<file path="src/rtl/spi_sched_pkg.sv">
`default_nettype none
// spi_sched_pkg: shared state encoding and counter-width helpers for spi_frame_scheduler.
package spi_sched_pkg;

    typedef enum logic [2:0] {
        S_IDLE  = 3'd0,
        S_ARB   = 3'd1,
        S_START = 3'd2,
        S_BUSY  = 3'd3,
        S_GAP   = 3'd4
    } sched_state_t;

    // Bits needed to count 0 .. n-1, never less than one.
    function automatic int cnt_width(input int n);
        return (n < 2) ? 1 : $clog2(n);
    endfunction

    localparam int DEF_GAP_CYCLES     = 4;
    localparam int DEF_TIMEOUT_CYCLES = 1024;
    localparam int DEF_GAP_CNT_W      = cnt_width(DEF_GAP_CYCLES);
    localparam int DEF_TMO_CNT_W      = cnt_width(DEF_TIMEOUT_CYCLES);

endpackage
`default_nettype wire

</file>
<file path="src/rtl/spi_frame_scheduler_rr_pick.sv">
`default_nettype none
// rr_pick: combinational circular search for the first eligible index after last_i.
module rr_pick #(
    parameter int N_SLAVES = 3,
    parameter int SEL_W    = $clog2(N_SLAVES)
) (
    input  logic [N_SLAVES-1:0] elig_i,
    input  logic [SEL_W-1:0]    last_i,
    output logic [SEL_W-1:0]    idx_o,
    output logic                found_o
);

    always_comb begin
        int c;
        idx_o   = '0;
        found_o = 1'b0;
        c       = 0;
        for (int k = 1; k <= N_SLAVES; k++) begin
            c = (int'(last_i) + k) % N_SLAVES;
            if (!found_o && elig_i[c]) begin
                found_o = 1'b1;
                idx_o   = SEL_W'(c);
            end
        end
    end

endmodule
`default_nettype wire

</file>
<file path="src/rtl/spi_frame_scheduler.sv">
`default_nettype none
// spi_frame_scheduler: masked round-robin frame scheduler for one shared SPI byte master.
// Build macro SPI_SCHED_TIMEOUT_EN adds a BUSY watchdog with abort pulse and sticky flags.
module spi_frame_scheduler
    import spi_sched_pkg::*;
#(
    parameter int N_SLAVES       = 3,
    parameter int GAP_CYCLES     = DEF_GAP_CYCLES,
    parameter int TIMEOUT_CYCLES = DEF_TIMEOUT_CYCLES,
    parameter int SEL_W          = $clog2(N_SLAVES)
) (
    input  logic                sys_clk,
    input  logic                rst,
    input  logic [N_SLAVES-1:0] req_bus,
    input  logic [N_SLAVES-1:0] enable_mask,
    input  logic                frame_done,
    input  logic                err_clr,
    output logic                start,
    output logic [SEL_W-1:0]    select,
    output logic [N_SLAVES-1:0] grant_bus,
    output logic [N_SLAVES-1:0] n_cs_bus,
    output logic                idle,
    output logic                abort,
    output logic [N_SLAVES-1:0] timeout_bus
);

    localparam int GAP_W = cnt_width(GAP_CYCLES);

    sched_state_t        state_q, state_d;
    logic [GAP_W-1:0]    gap_q, gap_d;
    logic [SEL_W-1:0]    last_q, last_d;
    logic [SEL_W-1:0]    sel_q, sel_d;
    logic [N_SLAVES-1:0] grant_q, grant_d;
    logic [N_SLAVES-1:0] ncs_q, ncs_d;
    logic                start_q, start_d;
    logic                idle_q, idle_d;

    logic [N_SLAVES-1:0] elig;
    logic [SEL_W-1:0]    pick_idx;
    logic                pick_found;
    logic                expire;

    assign elig = req_bus & enable_mask;

    rr_pick #(
        .N_SLAVES (N_SLAVES),
        .SEL_W    (SEL_W)
    ) u_rr_pick (
        .elig_i  (elig),
        .last_i  (last_q),
        .idx_o   (pick_idx),
        .found_o (pick_found)
    );

    always_comb begin
        state_d = state_q;
        gap_d   = gap_q;
        last_d  = last_q;
        sel_d   = sel_q;
        grant_d = grant_q;
        start_d = 1'b0;
        case (state_q)
            S_IDLE: begin
                if (|elig) state_d = S_ARB;
            end
            S_ARB: begin
                // Eligibility is re-evaluated here; a request dropped since IDLE falls back.
                if (pick_found) begin
                    state_d           = S_START;
                    last_d            = pick_idx;
                    sel_d             = pick_idx;
                    grant_d           = '0;
                    grant_d[pick_idx] = 1'b1;
                    start_d           = 1'b1;
                end else begin
                    state_d = S_IDLE;
                end
            end
            S_START: state_d = S_BUSY;
            S_BUSY: begin
                if (frame_done || expire) begin
                    state_d = S_GAP;
                    gap_d   = '0;
                    grant_d = '0;
                end
            end
            S_GAP: begin
                if (gap_q == GAP_W'(GAP_CYCLES - 1)) state_d = S_IDLE;
                else                                  gap_d   = gap_q + 1'b1;
            end
            default: state_d = S_IDLE;
        endcase
        ncs_d  = (state_d == S_START || state_d == S_BUSY) ? ~grant_d : '1;
        idle_d = (state_d == S_IDLE);
    end

    always_ff @(posedge sys_clk) begin
        if (rst) begin
            state_q <= S_IDLE;
            gap_q   <= '0;
            last_q  <= SEL_W'(N_SLAVES - 1);
            sel_q   <= '0;
            grant_q <= '0;
            ncs_q   <= '1;
            start_q <= 1'b0;
            idle_q  <= 1'b1;
        end else begin
            state_q <= state_d;
            gap_q   <= gap_d;
            last_q  <= last_d;
            sel_q   <= sel_d;
            grant_q <= grant_d;
            ncs_q   <= ncs_d;
            start_q <= start_d;
            idle_q  <= idle_d;
        end
    end

`ifdef SPI_SCHED_TIMEOUT_EN
    localparam int TMO_W = cnt_width(TIMEOUT_CYCLES);

    logic [TMO_W-1:0]    tmo_q, tmo_d;
    logic [N_SLAVES-1:0] tflag_q, tflag_d;
    logic                abort_q;

    // frame_done in the expiry cycle takes priority, so it masks the abort.
    always_comb begin
        tmo_d   = (state_q == S_BUSY) ? tmo_q + 1'b1 : '0;
        expire  = (state_q == S_BUSY) && (tmo_q == TMO_W'(TIMEOUT_CYCLES - 1)) && !frame_done;
        tflag_d = err_clr ? '0 : tflag_q;
        if (expire) tflag_d[sel_q] = 1'b1;
    end

    always_ff @(posedge sys_clk) begin
        if (rst) begin
            tmo_q   <= '0;
            tflag_q <= '0;
            abort_q <= 1'b0;
        end else begin
            tmo_q   <= tmo_d;
            tflag_q <= tflag_d;
            abort_q <= expire;
        end
    end

    assign abort       = abort_q;
    assign timeout_bus = tflag_q;
`else
    logic unused_ok;

    assign expire      = 1'b0;
    assign abort       = 1'b0;
    assign timeout_bus = '0;
    assign unused_ok   = err_clr ^ (TIMEOUT_CYCLES > 1);
`endif

    assign start     = start_q;
    assign select    = sel_q;
    assign grant_bus = grant_q;
    assign n_cs_bus  = ncs_q;
    assign idle      = idle_q;

endmodule
`default_nettype wire

</file>
<file path="config.mk">
export PLATFORM = sky130hd
export DESIGN_NAME = spi_frame_scheduler
export DESIGN_NICKNAME = d
export VERILOG_FILES = /design/src/rtl/spi_sched_pkg.sv /design/src/rtl/spi_frame_scheduler_rr_pick.sv /design/src/rtl/spi_frame_scheduler.sv
export SDC_FILE = /design/constraint.sdc
export NUM_CORES = 1
export LEC_CHECK = 0
export ABC_AREA = 1
export BUFFER_PORTS_ARGS = -buffer_cell sky130_fd_sc_hd__buf_2
export CAP_MARGIN = 40
export CORE_MARGIN = 10
export CORE_UTILIZATION = 52
export CTS_CLUSTER_DIAMETER = 50
export DETAILED_ROUTE_END_ITERATION = 16
export GPL_TIMING_DRIVEN = 0
export PLACE_DENSITY_LB_ADDON = 0.15
export SLEW_MARGIN = 25
export SYNTH_ARGS = -nofsm -noshare
export SYNTH_HDL_FRONTEND = slang
export SYNTH_SLANG_ARGS = --single-unit
</file>
<file path="constraint.sdc">
create_clock -name sys_clk -period 2.2 [get_ports sys_clk]
set_input_delay 0 -clock sys_clk [delete_from_list [all_inputs] [get_ports sys_clk]]
set_output_delay 0 -clock sys_clk [all_outputs]
set_load 0.01 [all_outputs]
</file>
; After elaboration in Yosys (flattened, before gate mapping)
; Index checks and enable logic that the tools add are counted.
[word_totals]
inputBits = 10
output_inout_bits = 14
elab_cells = 76
ff_bits = 17
[op_classes]
n_reduce_logical = 14
div = 3
bitwise = 4
addsub = 4
order_cmp = 5
mux = 29
n_eq_ne = 9
[ops]
columns = operator, count
row1 = "32-bit by 4-bit less-than comparator with 1-bit output, second input constant", 3
row2 = "32-bit by 3-bit remainder unit with 32-bit output, second input constant", 3
row3 = 3-bit 2-to-1 mux, 5
row4 = 3-bit one-hot mux with 5 select lines, 1
row5 = "3-bit by 2-bit equality test with 1-bit output, second input constant", 4
row6 = 2-bit 2-to-1 mux, 6
row7 = 1-bit 2-to-1 mux, 11
row8 = "2-bit by 2-bit adder with 3-bit output, second input constant", 2
row9 = 1-bit binary-select mux with 2-bit select, 3
row10 = 3-bit logical NOT, 2
row11 = 3-bit one-hot mux with 2 select lines, 1
row12 = "2-bit inequality test, second input constant", 2
row13 = 2-bit one-hot mux with 2 select lines, 1
row14 = 2-bit OR reduction, 2
row15 = "2-bit by 1-bit adder with 3-bit output, second input constant", 1
row16 = 3-bit bitwise AND, 1
row17 = "3-bit by 1-bit equality test with 1-bit output, second input constant", 1
row18 = "3-bit equality test, second input constant", 1
row19 = 1-bit logical AND, 3
row20 = "2-bit by 3-bit less-than comparator with 1-bit output, second input constant", 1
row21 = 3-bit NOT, 1
row22 = 3-bit AND reduction, 1
row23 = 3-bit OR reduction, 1
row24 = "2-bit by 1-bit adder with 2-bit output, second input constant", 1
row25 = other kinds (8), 10

; Depth between registers and ports, before layout
[depth]
depth_word = 19
depth_mapped = 13
ltp_nobuf = 13

; Cells and area by module
; A second synthesis with hierarchy kept.
[unflattened]
cells_unflattened = 142
hier_area_um2 = 928.4
[by_module_without_submodules]
columns = module, cells_each, seq_area_each_um2, instances, area_each_um2
row1 = spi_frame_scheduler, 100, 320.3, 1, 714.4
row2 = rr_pick, 42, 0.0, 1, 214.0

; Least setup slack after synthesis
; Ideal clock, no wire load.
[synth_timing]
path_type = reg2reg
start = register last_q[0]
end = register last_q[1]
required_time_ps = 2073
stages_incl_launch_ff = 13
path_slack_ps = 488
setup_time_ps = 127
period_less_slack_ps = 1712
arrival_ps = 1586
path_buffers = 0
path_cell_list = dfxtp_1 > inv_1 > ha_1 > inv_2 > nand2_1 > nand3_2 > nand2_2 > nor2_4 > nand2_4 > nand2_4 > inv_2 > nand2_1 > o211ai_1
[synth_between]
elab_chain_cells = 13
elab_cells_between_ends = 26
classes_between = 3 x add/sub / 3 x div / 15 x mux / 5 x reduce/logical
[synth_rtl]
columns = item, line
row1 = "start, declared", spi_frame_scheduler.sv:31  ; logic [SEL_W-1:0] last_q, last_d;
row2 = "start signal, assigned", spi_frame_scheduler.sv:101  ; last_q <= SEL_W'(N_SLAVES - 1);
row3 = "start signal, assigned", spi_frame_scheduler.sv:110  ; last_q <= last_d;
row4 = 2-bit by 1-bit adder with 3-bit output, spi_frame_scheduler_rr_pick.sv:19  ; c = (int'(last_i) + k) % N_SLAVES;
row5 = 32-bit by 3-bit remainder unit with 32-bit output, spi_frame_scheduler_rr_pick.sv:19
row6 = 1-bit binary-select mux with 2-bit select, spi_frame_scheduler_rr_pick.sv:20  ; if (!found_o && elig_i[c]) begin
row7 = 1-bit 2-to-1 mux (not written as such) (2 in series), spi_frame_scheduler_rr_pick.sv:20
row8 = 1-bit 2-to-1 mux, spi_frame_scheduler_rr_pick.sv:20
row9 = 1-bit logical NOT, spi_frame_scheduler_rr_pick.sv:20
row10 = 1-bit logical AND, spi_frame_scheduler_rr_pick.sv:20
row11 = 1-bit 2-to-1 mux, spi_frame_scheduler_rr_pick.sv:20
row12 = 1-bit logical NOT, spi_frame_scheduler_rr_pick.sv:20
row13 = 1-bit logical AND, spi_frame_scheduler_rr_pick.sv:20
row14 = 1-bit 2-to-1 mux, spi_frame_scheduler_rr_pick.sv:20
row15 = 2-bit AND reduction (no line), -
; Several ways; a longest one is shown, not always the timed one. The select of a mux whose other input is x is not followed.
; A chain may end at the register's enable or synchronous reset.

; Final worst setup path
[layout_timing]
start = register last_q[0]
end = register sel_q[1] (netlist: select[1])
[layout_between]
elab_chain_cells = 13
elab_cells_between_ends = 26
classes_between = 3 x add/sub / 3 x div / 15 x mux / 5 x reduce/logical
[layout_rtl]
columns = item, line
row1 = 2-bit by 1-bit adder with 3-bit output, spi_frame_scheduler_rr_pick.sv:19
row2 = 32-bit by 3-bit remainder unit with 32-bit output, spi_frame_scheduler_rr_pick.sv:19
row3 = 1-bit binary-select mux with 2-bit select, spi_frame_scheduler_rr_pick.sv:20
row4 = 1-bit 2-to-1 mux (not written as such) (2 in series), spi_frame_scheduler_rr_pick.sv:20
row5 = 1-bit 2-to-1 mux, spi_frame_scheduler_rr_pick.sv:20
row6 = 1-bit logical NOT, spi_frame_scheduler_rr_pick.sv:20
row7 = 1-bit logical AND, spi_frame_scheduler_rr_pick.sv:20
row8 = 1-bit 2-to-1 mux, spi_frame_scheduler_rr_pick.sv:20
row9 = 1-bit logical NOT, spi_frame_scheduler_rr_pick.sv:20
row10 = 1-bit logical AND, spi_frame_scheduler_rr_pick.sv:20
row11 = 1-bit 2-to-1 mux, spi_frame_scheduler_rr_pick.sv:20
row12 = 2-bit AND reduction (no line), -
row13 = "end signal, assigned", spi_frame_scheduler.sv:111  ; sel_q <= sel_d;
row14 = "end, declared", spi_frame_scheduler.sv:32  ; logic [SEL_W-1:0] sel_q, sel_d;
; Several ways; a longest one is shown, not always the timed one. The select of a mux whose other input is x is not followed.

==> impl_metrics.tcl <==
set metrics [dict create \
    cts-resized-gates 0 \
    grtUsageTotal_pct 11.1 \
    dr.first_iter.drc_count 38 \
    final_cell_mix "32 x nand2_1, 17 x buf_2, 16 x inv_1, 16 x dfxtp_1, 10 x nand3_1" \
    status "completed" \
    synth.yosys.seq_area_share_pct 32.0 \
    synth_cell_types 26 \
    drc 0 \
    timing.slew.headroom_pct 60.6 \
    postRouteAntennaNets 0 \
    dp_slack_ns 0.252 \
    ff2ff_setup_slack_ns 0.24 \
    finalCriticalPeriod_ns 1.96 \
    hpwl_mm 1.73 \
    hold_start "frame_done" \
    wl_per_cell_microns 11.8 \
    synth_seq_cells 16 \
    grt-busiest-layer "met2" \
    crit_type "reg -> reg" \
    seq_power_share_pct 30.4 \
    grt_max_degree 11 \
    use_met1_pct 12.4 \
    clk_path_buf_depth 2 \
    final_common_cell "nand2_1" \
    yosys_warnings 0 \
    r2r_end "select[1]$_SDFFE_PP0P_" \
    start_util_pct 56.1 \
    clock-sinks 16 \
    die_x_microns 63.8 \
    cts_tree "done" \
    fin_crit_sh_pct 89.0 \
    p_int_uw 703 \
    via_per_inst 4.98 \
    io_buffers 17 \
    worst_setup_hold_path_clk_slew_ns 0.10 \
    antenna_cells 0 \
    maxCapViolCount 0 \
    tns_ns 0 \
    ioPinCount 24 \
    gr-total-overflow 0 \
    holdPathStages 4 \
    power_density_mw_per_mm2 1110 \
    cp_max_fo 5 \
    finalMaxSlewViolations 0 \
    rsz0062_at_grt "false" \
    switchingPower_uw 584 \
    leakagePower_nw 0.601 \
    timing.rr.start "last_q[0]$_SDFFE_PP0P_" \
    ir_drop_uv 628 \
    postPlaceCellArea_sq_mm 0.00113 \
    place.gp.congestion 0.771 \
    nets 173 \
    worst_slew_pin_slew_ns 0.590 \
    clock.fmax_mhz 511 \
    cts_hold_buf 0 \
    use_met3_pct 5.05 \
    wl_mm 2.15 \
    grt_pass1_vias 873 \
    syn_inst 133 \
    post-cts-setup-buffers 0 \
    drive_gt1_share_pct 31.8 \
    core_area_sq_mm 0.00178 \
    clkLatencyLatePin_ns 0.28 \
    hold_class "in -> reg" \
    finClkSkew_ns 0.00295 \
    area_growth_pct 16.4 \
    grtUsageMet2_pct 18.9 \
    cts_max_level 1 \
    dr_total_vias 907 \
    reg2reg_depth 12 \
    arrival_ns 2.11 \
    cts_root_buffer "clkbuf_4" \
    hold_viol 0 \
    holdPathEnd "grant_bus[2]$_SDFF_PP0_" \
    critical_path_required_ns 2.35 \
    cp-end-kind "flop" \
    numCtsBuffers 3 \
    syn_area_sq_um 1000 \
    setup_slack_ns 0.243 \
    die_h_microns 63.8 \
    antenna_found_initial 0 \
    setup_viol 0 \
    grt_pass1_wl_mm 3.81 \
    cp-start-kind "flop" \
    syn_avg_cell_area_sq_um 7.52 \
    swShare_pct 45.4 \
    row_count 15 \
    firstDrtPassIters 7 \
    stdcell_area_sq_mm 0.00116 \
    pwr-share-comb_pct 54.5 \
    power.share.clock_pct 15.1 \
    die_area_sq_mm 0.00408 \
]
-- metrics by stage --
step | hold WS (ns) | std cells | util (%) | power [mW]
final | 0.145 | 182 | 65.3 | 1.29
after global routing | 0.178 | 182 | 65.3 | 1.41
after CTS | 0.141 | 182 | 65.3 | 1.30
after detailed placement | 0.400 | 178 | 63.2 | 1.10
after global placement | 0.399 | 178 | 63.2 | 1.07
after floorplan | 0.292 | 136 | - | 0.950
-- final cells by class --
cell class / instances / area (sq um)
fillers: 174 / 619
inverters: 19 / 71.3
repair buffers: 17 / 85.1
multi-input cells: 95 / 578
flip-flops and latches: 16 / 320
well taps: 25 / 31.3
clock buffers: 4 / 36.3
plain buffers: 6 / 41.3
-- critical path, stage by stage (launching register included) --
cell	delay (ns)
dfxtp_1	0.43
inv_1	0.09
ha_1	0.37
inv_2	0.12
nand2_1	0.07
nand3_2	0.09
nand2_2	0.08
nor2_4	0.20
nand2_4	0.09
nand2_4	0.09
inv_2	0.05
nand2_1	0.08
a21oi_1	0.07
-- sequential cells by signal (all words and copies together), names as in the netlist --
register / cells
gap_q: 2
last_q: 2
idle: 1
start: 1
state_q: 3
select: 1
n_cs_bus: 3
grant_bus: 3
-- worst max-delay path by stage --
stage	startpoint	to	slack, ns	cells after the start
floorplan	last_q[0]$_SDFFE_PP0P_	last_q[1]$_SDFFE_PP1P_	0.49	12
global placement	last_q[0]$_SDFFE_PP0P_	select[1]$_SDFFE_PP0P_	0.33	12
detailed placement	last_q[0]$_SDFFE_PP0P_	select[1]$_SDFFE_PP0P_	0.25	12
CTS	last_q[0]$_SDFFE_PP0P_	select[1]$_SDFFE_PP0P_	0.24	12
global route	last_q[0]$_SDFFE_PP0P_	n_cs_bus[0]$_SDFF_PP1_	0.07	13
finish	last_q[0]$_SDFFE_PP0P_	select[1]$_SDFFE_PP0P_	0.24	12
-- layer usage --
metal	share of wire [%]	up-vias
li1	-	463
met1	41	405
met2	48	33
met3	9.6	6
met4	1.2	0
met5	0	-
-- synthesized netlist by cell type --
cell      instances  share of area (%)
nand2_1          32                 12
dfxtp_1          16                 32
inv_1            16                6.0
nand3_1          10                5.0
nor2_1            6                2.3
a21oi_1           5                2.5
buf_4             5                3.8
ha_1              5                6.3
nand3_2           5                5.0
nand2_2           4                2.5
o21ai_0           4                2.0
a21oi_2           3                2.6
inv_2             3                1.1
nand3b_1          3                2.3
nand2_4           2                2.3
nor2_4            2                2.3
nor3_2            2                2.0
o211ai_1          2                1.5
a211oi_1          1               0.75
a21oi_4           1                1.6
a31oi_1           1               0.63
clkbuf_1          1               0.38
conb_1            1               0.38
nand4_1           1               0.63
nor2_2            1               0.63
nor3_4            1                1.6
-- cells by family after synthesis --
logic type	after synthesis	synth area share [%]
buffers and inverters	25	11.3
AO/OA/AOI/OAI	17	11.6
adder cells (fa/ha/maj)	5	6.26
flip-flops	16	32.0
AND/OR/NAND/NOR	69	38.4
other	1	0.375
-- power by group through the flow --
stage / combinational (mW) / clock, mW / sequential, mW
finish: 0.702 / 0.195 / 0.391
detailed placement: 0.701 / 0 / 0.397
global route: 0.796 / 0.210 / 0.399
global placement: 0.675 / 0 / 0.393
floorplan: 0.544 / 0 / 0.407
CTS: 0.709 / 0.200 / 0.391
No activity file was read; power rests on OpenSTA's default activity.
